## config.mk

```make
export PLATFORM = sky130hd
export DESIGN_NAME = rx_ftm_status_fifo
export DESIGN_NICKNAME = d
export VERILOG_FILES = /design/src/rtl/rx_ftm_status_fifo.sv
export SDC_FILE = /design/constraint.sdc
export NUM_CORES = 2
export LEC_CHECK = 0
export ABC_CLOCK_PERIOD_IN_PS = 13430
export BUFFER_PORTS_ARGS = -buffer_cell sky130_fd_sc_hd__buf_2
export CAP_MARGIN = 20
export CORE_ASPECT_RATIO = 0.9
export CORE_UTILIZATION = 60
export DETAILED_ROUTE_END_ITERATION = 16
export GPL_TIMING_DRIVEN = 1
export MAX_ROUTING_LAYER = met4
export PLACE_DENSITY = 0.86
export SLEW_MARGIN = 10
export SYNTH_ARGS = -nofsm -noshare
export SYNTH_HDL_FRONTEND = slang
export SYNTH_SLANG_ARGS = --single-unit
```

## constraint.sdc

```tcl
create_clock -name clk -period 13.43 [get_ports clk]
set_input_delay 2.686 -clock clk [delete_from_list [all_inputs] [get_ports clk]]
set_output_delay 2.686 -clock clk [all_outputs]
set_load 0.01 [all_outputs]
```

## src/rtl/rx_ftm_status_fifo.sv

```systemverilog
// rx_ftm_status_fifo
// Captures per-frame RX status plus FTM start/end timestamps and queues each
// frame as a 4-word record in a circular buffer. The driver drains records
// through register reads. A record pops when its last word (5'h13) is read.
// Optional feature macro: RX_FTM_STATUS_TIMEOUT_EN adds an open-frame watchdog
// (parameter TIMEOUT_CYCLES) that abandons a frame which never sees its end.
module rx_ftm_status_fifo #(
   parameter int DEPTH_LOG2 = 5
`ifdef RX_FTM_STATUS_TIMEOUT_EN
   , parameter int TIMEOUT_CYCLES = 200000
`endif
) (
   input  logic                  clk,
   input  logic                  rst,
   input  logic                  rx_pkt_start,
   input  logic                  rx_pkt_end,
   input  logic                  fcs_ok,
   input  logic [15:0]           pkt_len,
   input  logic [47:0]           ftm_time,
   input  logic                  slv_reg_rden,
   input  logic [4:0]            axi_araddr_core,
   output logic [31:0]           rx_status_out0,
   output logic [31:0]           rx_status_out1,
   output logic [31:0]           rx_status_out2,
   output logic [31:0]           rx_status_out3,
   output logic [DEPTH_LOG2:0]   rec_count
);

   localparam int DEPTH = 2 ** DEPTH_LOG2;

   typedef enum logic [0:0] {
      ST_IDLE = 1'b0,
      ST_OPEN = 1'b1
   } cap_state_t;

   cap_state_t              state_r;
   cap_state_t              state_nxt_s;
   logic [47:0]             ts_start_r;
   logic [6:0]              drop_cnt_r;
   logic [7:0]              abort_cnt_r;
   logic [DEPTH_LOG2-1:0]   wr_ptr_r;
   logic [DEPTH_LOG2-1:0]   rd_ptr_r;
   logic [DEPTH_LOG2:0]     rec_count_r;
   logic [127:0]            mem_r [DEPTH];

   logic                    commit_s;
   logic                    restart_s;
   logic                    timeout_s;
   logic                    pop_s;
   logic                    full_s;
   logic                    empty_s;
   logic                    accept_s;
   logic                    drop_s;
   logic [127:0]            rec_s;
   logic [127:0]            head_s;

`ifdef RX_FTM_STATUS_TIMEOUT_EN
   localparam int WD_W = (TIMEOUT_CYCLES > 2) ? $clog2(TIMEOUT_CYCLES) : 1;
   localparam logic [WD_W-1:0] WD_LIMIT = WD_W'(TIMEOUT_CYCLES - 1);
   logic [WD_W-1:0]         wd_cnt_r;
`endif

   // Count only reaches DEPTH when every slot is occupied, so its MSB is the full flag.
   assign full_s   = rec_count_r[DEPTH_LOG2];
   assign empty_s  = (rec_count_r == {(DEPTH_LOG2+1){1'b0}});
   assign pop_s    = slv_reg_rden && (axi_araddr_core == 5'h13) && !empty_s;
   // A pop in the same cycle frees a slot, so a commit at full is still accepted.
   assign accept_s = commit_s && (!full_s || pop_s);
   assign drop_s   = commit_s && !accept_s;
   assign rec_s    = {fcs_ok, drop_cnt_r, abort_cnt_r, pkt_len,
                      16'h0000, ts_start_r[47:32],
                      ts_start_r[31:0],
                      ftm_time[31:0]};
   assign head_s   = mem_r[rd_ptr_r];

   assign rx_status_out0 = empty_s ? 32'hFFFF_FFFF : head_s[127:96];
   assign rx_status_out1 = empty_s ? 32'h0000_0000 : head_s[95:64];
   assign rx_status_out2 = empty_s ? 32'h0000_0000 : head_s[63:32];
   assign rx_status_out3 = empty_s ? 32'h0000_0000 : head_s[31:0];
   assign rec_count      = rec_count_r;

   // Capture FSM next state and frame events (commit / restart / timeout).
   always_comb begin
      state_nxt_s = state_r;
      commit_s    = 1'b0;
      restart_s   = 1'b0;
      timeout_s   = 1'b0;
      case (state_r)
         ST_IDLE: begin
            if (rx_pkt_start) begin
               state_nxt_s = ST_OPEN;
            end else begin
               state_nxt_s = ST_IDLE;
            end
         end
         ST_OPEN: begin
            if (rx_pkt_end) begin
               commit_s    = 1'b1;
               state_nxt_s = rx_pkt_start ? ST_OPEN : ST_IDLE;
            end else if (rx_pkt_start) begin
               restart_s   = 1'b1;
               state_nxt_s = ST_OPEN;
`ifdef RX_FTM_STATUS_TIMEOUT_EN
            end else if (wd_cnt_r == WD_LIMIT) begin
               timeout_s   = 1'b1;
               state_nxt_s = ST_IDLE;
`endif
            end else begin
               state_nxt_s = ST_OPEN;
            end
         end
         default: begin
            state_nxt_s = ST_IDLE;
         end
      endcase
   end

   // FSM state register and start-timestamp latch.
   always_ff @(posedge clk) begin
      if (rst) begin
         state_r    <= ST_IDLE;
         ts_start_r <= 48'h0;
      end else begin
         state_r <= state_nxt_s;
         if (rx_pkt_start) begin
            ts_start_r <= ftm_time;
         end
      end
   end

`ifdef RX_FTM_STATUS_TIMEOUT_EN
   // Watchdog: restarts on every frame start, counts while a frame is open.
   always_ff @(posedge clk) begin
      if (rst) begin
         wd_cnt_r <= {WD_W{1'b0}};
      end else if (rx_pkt_start || (state_r != ST_OPEN)) begin
         wd_cnt_r <= {WD_W{1'b0}};
      end else begin
         wd_cnt_r <= wd_cnt_r + WD_W'(1);
      end
   end
`endif

   // Drop/abort counters: saturate on events, clear when they are reported in a record.
   always_ff @(posedge clk) begin
      if (rst) begin
         drop_cnt_r  <= 7'd0;
         abort_cnt_r <= 8'd0;
      end else if (accept_s) begin
         drop_cnt_r  <= 7'd0;
         abort_cnt_r <= 8'd0;
      end else begin
         if (drop_s && (drop_cnt_r != 7'h7F)) begin
            drop_cnt_r <= drop_cnt_r + 7'd1;
         end
         if ((restart_s || timeout_s) && (abort_cnt_r != 8'hFF)) begin
            abort_cnt_r <= abort_cnt_r + 8'd1;
         end
      end
   end

   // Record storage; contents need no reset because the empty flag masks the outputs.
   always_ff @(posedge clk) begin
      if (accept_s) begin
         mem_r[wr_ptr_r] <= rec_s;
      end
   end

   // Pointers and occupancy; a simultaneous commit and pop leaves the count unchanged.
   always_ff @(posedge clk) begin
      if (rst) begin
         wr_ptr_r    <= {DEPTH_LOG2{1'b0}};
         rd_ptr_r    <= {DEPTH_LOG2{1'b0}};
         rec_count_r <= {(DEPTH_LOG2+1){1'b0}};
      end else begin
         if (accept_s) begin
            wr_ptr_r <= wr_ptr_r + {{(DEPTH_LOG2-1){1'b0}}, 1'b1};
         end
         if (pop_s) begin
            rd_ptr_r <= rd_ptr_r + {{(DEPTH_LOG2-1){1'b0}}, 1'b1};
         end
         case ({accept_s, pop_s})
            2'b10:   rec_count_r <= rec_count_r + {{DEPTH_LOG2{1'b0}}, 1'b1};
            2'b01:   rec_count_r <= rec_count_r - {{DEPTH_LOG2{1'b0}}, 1'b1};
            default: rec_count_r <= rec_count_r;
         endcase
      end
   end

endmodule

```

Word-level counts from Yosys, hierarchy flattened
Memory sizes are Yosys's and may differ from the RTL's. A register that Yosys moved wholly into a read port is not among the register bits.
Cells that the tools add are included.
{"block": "word_totals", "latchBits": 0, "mem_bits_ro": 0, "ram_bits": 3584, "reg_bits": 80, "mem_count": 1, "output_inout_bits": 134, "elab_cells": 49}
{"name": "mem_r", "depth": 32, "width": 112, "read_ports": 1, "rd_clocked_by_memory_dff": 1, "wr": 1, "line": "44", "text": "logic [127:0] mem_r [DEPTH];"}
{"block": "op_classes", "magnitude_cmp": 0, "mux": 16, "bitwise_logic": 1, "addsub": 6, "multipliers": 0, "div_mod_pow": 0, "shifts": 0, "n_reduce_logical": 13, "n_eq_ne": 5}
{"cell": "2-to-1 mux 32 bit", "n": 4}
{"cell": "one-hot mux 6 bit (2 select lines)", "n": 1}
{"cell": "adder 5 x 1 -> 5 bit, second input constant", "n": 2}
{"cell": "2-to-1 mux 5 bit", "n": 2}
{"cell": "adder 8 x 1 -> 8 bit, second input constant", "n": 1}
{"cell": "2-to-1 mux 1 bit", "n": 8}
{"cell": "inequality test 8 bit, second input constant", "n": 1}
{"cell": "adder 7 x 1 -> 7 bit, second input constant", "n": 1}
{"cell": "inequality test 7 bit, second input constant", "n": 1}
{"cell": "adder 6 x 1 -> 6 bit, second input constant", "n": 1}
{"cell": "logical AND 1 bit", "n": 6}
{"cell": "logical NOT 6 bit", "n": 1}
{"cell": "subtractor 6 x 1 -> 6 bit, second input constant", "n": 1}
{"cell": "== test 5 bit, second input constant", "n": 1}
{"cell": "logical NOT 1 bit", "n": 3}
{"cell": "== test 2 x 1 -> 1 bit, second input constant", "n": 1}
{"cell": "== test 2 bit, second input constant", "n": 1}
{"cell": "one-hot mux 1 bit (2 select lines)", "n": 1}
{"cell": "nonzero test 2 bit", "n": 1}
{"cell": "OR reduction 2 bit", "n": 1}
{"cell": "logical OR 1 bit", "n": 1}
{"cell": "inverter 1 bit", "n": 1}

Logic depth before layout (Yosys ltp)
{"block": "depth", "word_depth": 8, "ltp_mapped": 15, "depth_no_buf": 12}

Worst setup path after synthesis
No wires, ideal clock.
{"block": "synth_path", "kind": "input -> register", "start": "in axi_araddr_core[1]", "end": "mem mem_r[30][0] (netlist name), enable pin", "setup_slack_ns": 4.340, "arrival_ns": 8.505, "path_stages": 6, "setup_ns": 0.585, "n_path_buf": 1, "required_ns": 12.845, "path_cell_list": "nand2_1 > o41ai_2 > and2_0 > clkbuf_1 > nand2_1 > nor2_1"}
{"block": "synth_between", "elab_chain_cells": 7}
{"element": "from (decl)", "line": "21", "text": "input logic [4:0] axi_araddr_core,"}
{"element": "== test 5 bit", "line": "66", "text": "assign pop_s = slv_reg_rden && (axi_araddr_core == 5'h13) && !empty_s;"}
{"element": "logical AND 1 bit (2 in series)", "line": "66"}
{"element": "logical OR 1 bit", "line": "68", "text": "assign accept_s = commit_s && (!full_s || pop_s);"}
{"element": "logical AND 1 bit", "line": "68"}
{"element": "2-to-1 mux 1 bit", "line": "164", "text": "if (accept_s) begin"}
{"element": "2-to-1 mux 1 bit (implied by the code)", "line": "165", "text": "mem_r[wr_ptr_r] <= rec_s;"}
{"element": "to (decl)", "line": "44"}
Every way passes these cells.

==> results.toml <==
[cts]
root_buffer = "clkbuf_16"
htree_levels = 5
cts_tree = "built"
cts_made_buffers = 354
holdBufCountCts = 0
cts_setup_buffers = 0
clock_sinks = 3669
clock_path_buffers = 4
cts_resized = 0
clk_latency_ns = 0.99
path_clk_slew_ns = 0.07

[synthesis]
synth_cell_types = 54
yosysTopAreaCell = "edfxtp_1"
synth_top_area_frac = 0.776
synth_edf_count = 3584
async_flop_share = 0
ys_ff_latch = 3669
synth_area_leaders = "edfxtp_1 78%, mux4_2 15%, dfxtp_1 1.2%"
synth_area_um2 = 139000
synthCells = 5947
synthFlopType = "edfxtp_1"
avgSynthCellArea_um2 = 23.3
ys_seq_area_frac = 0.788
yosysWarnings = 0

[drt]
drtPass1Iterations = 9
drt_wl_total_um = 444000
remaining_drc_errors = 0
drtIter0Drc = 16300
vias = 75900
antenna_left = 0
viasPerCell = 7.84
wl_per_cell_um = 45.9

[critical_path]
cpLargestDelayFamily = "buffers and inverters"
critPathBufInv = 4
crit_path_end_kind = "output port"
worst-path-max-fanout = 64
crit_chain = "buf_4, buf_4, buf_4, nand2b_4, o22ai_1, nor2_1, a22o_1, buf_2"
path_common_cell = "buf_4"
slowest_stage = "buf_4"
crit_path_max_incr_delay_ns = 1.03
r2r_setup_slack_ns = 8.14
startpoint_type = "register"
cp_data_arrival_time_ns = 6.58
required_ns = 10.74
critPathKind = "register to output port"

[global_route]
grt_pass1_vias = 75800
gr-total-overflow = 0
grt_first_pass_wirelength_um = 609000
antenna_found_initial = 39
gr-usage-all-layers = 0.396
grt_max_degree = 150

[finish]
layout_commonest_cell = "edfxtp_1"
utilization = 0.675
fin_area_um2 = 155000
areaGrowthSynthToFinish_pct = 12.0
layout_common_cells = "3584 x edfxtp_1, 928 x mux4_2, 359 x clkbuf_16"
fin_nets = 6409
drive_gt1_frac = 0.288
fill_cells = 12100

[timing]
slew_violations = 43
fmax_mhz = 108
fin_skew_ns = 0.0721
final.setup.tns_ns = 0
relSlewSlack = -0.112
rsz0062_at_grt = "no"
fin_crit_sh = 0.690
setup_violations = 0
hold_violations = 0
worst_pin_slew_ns = 1.67
fin_crit_ns = 9.26

[die]
die_y_um = 458
core_um2 = 230000
die-area_um2 = 233000
initial_core_util = 0.603
die_x_um = 509
core.rowCount = 167
pin_count = 209

[hold_path]
min_path_type = "register to register"

[run]
maxCapViolations = 0

[power]
power_w = 0.0232
ir_worst_vdd_uv = 195
leakagePower_nw = 47.1
power.density_nw_per_um2 = 149

[place]
io_buffer_count = 192
place_congestion = 0.809
hpwl_um = 200000
placed_area_um2 = 144000

[status]
outcome = "complete, but fails checks"
violations = "max-slew violations"
==> Yosys cell counts (3+ instances only) <==
master and instances:
edfxtp_1 3584, mux4_2 928, a22oi_1 207, clkbuf_1 156, nor2_1 152, mux2i_1 140, nand2_1 121, buf_2 118
o22ai_1 92, dfxtp_1 85, a22o_1 63, buf_1 41, o21a_1 32, buf_4 22, a22oi_2 21, buf_6 13
nand3_1 12, xor2_1 12, a21oi_1 10, a31oi_1 10, ha_1 10, nor2b_1 10, a211o_1 9, xnor2_1 9
and2_1 8, a2111oi_0 7, o2111a_1 7, o21ai_0 7, inv_1 6, nand2b_1 6, or3_1 6, and3_1 4
nand4_1 4, nor4_1 4, nand3b_1 3, nor3_1 3
==> final timing paths <==
| kind | start | to | cells past startpoint |
|---|---|---|---|
| max | register | rx_status_out1[11] | 8 |
| min | rd_ptr_r[1]$_SDFFE_PP0P_ | register | 2 |
| max reg2reg | state_r$_SDFF_PP0_ | mem_r[10][7]$_DFFE_PP_ | 6 |
| min reg2reg | rd_ptr_r[1]$_SDFFE_PP0P_ | register | 2 |
==> logic make-up (layout without fill, tap and decap cells) <==
kind of cell,Yosys count,after routing,synth area share
compound gates,473,473,0.0261
xor+xnor,21,21,0.00133
fa+ha+maj,10,10,0.000902
buf+inv,356,987,0.0120
flops,3669,3669,0.788
mux,1070,1070,0.161
other cells,1,58,0.0000270
simple gates,347,347,0.0108
==> state kept, by name, indices dropped and copies added, names as in the netlist, named ones only <==
name,count
mem_r,3584
ts_start_r,48
abort_cnt_r,8
drop_cnt_r,7
rec_count,6
rd_ptr_r,5
wr_ptr_r,5
state_r,1
==> through the flow <==
step                      hold slack (ns)  worst slack (ns)  instances
after floorplan                     0.463              4.34       5962
after global placement              0.480              5.81       8980
after detailed placement            0.489              5.66       8983
after CTS                           0.517              4.39       9608
after global routing                0.561              4.27       9671
final                               0.537              4.17       9677
==> where the power goes <==
group / total, W / internal (W) / switching [W]
clock network: 0.0102 / 0.00560 / 0.00459
logic: 0.000355 / 0.0000856 / 0.000270
registers: 0.0126 / 0.0126 / 0.0000725
total: 0.0232 / 0.0182 / 0.00493
==> worst reg2reg max path, stage by stage, from the launching register on <==
cell and delay, ns:
dfxtp_1 0.43, and2_1 0.27, and2_0 0.51, nand2_1 0.66, nor2_4 0.91, buf_4 0.92
buf_4 1.07
==> layout make-up <==
cell class	count	area [um2]	area share
clock buffer	444	9500	0.0612
tap	3042	3810	0.0245
inverter	6	22.5	0.000145
antenna	42	105	0.000677
clock inverter	181	1720	0.0111
timing repair buffer	356	2650	0.0171
multi-input combinational	1937	28200	0.181
sequential	3669	109000	0.704
==> metal layers <==
layer / vias up / track usage / wire, um
li1: 26200 / - / -
met1: 37400 / 0.470 / 127000
met4: 0 / 0.290 / 41900
met2: 9793 / 0.582 / 205000
met5: - / - / 0
met3: 2486 / 0.114 / 70300
Note: power is estimated with default switching activity, not from simulation.
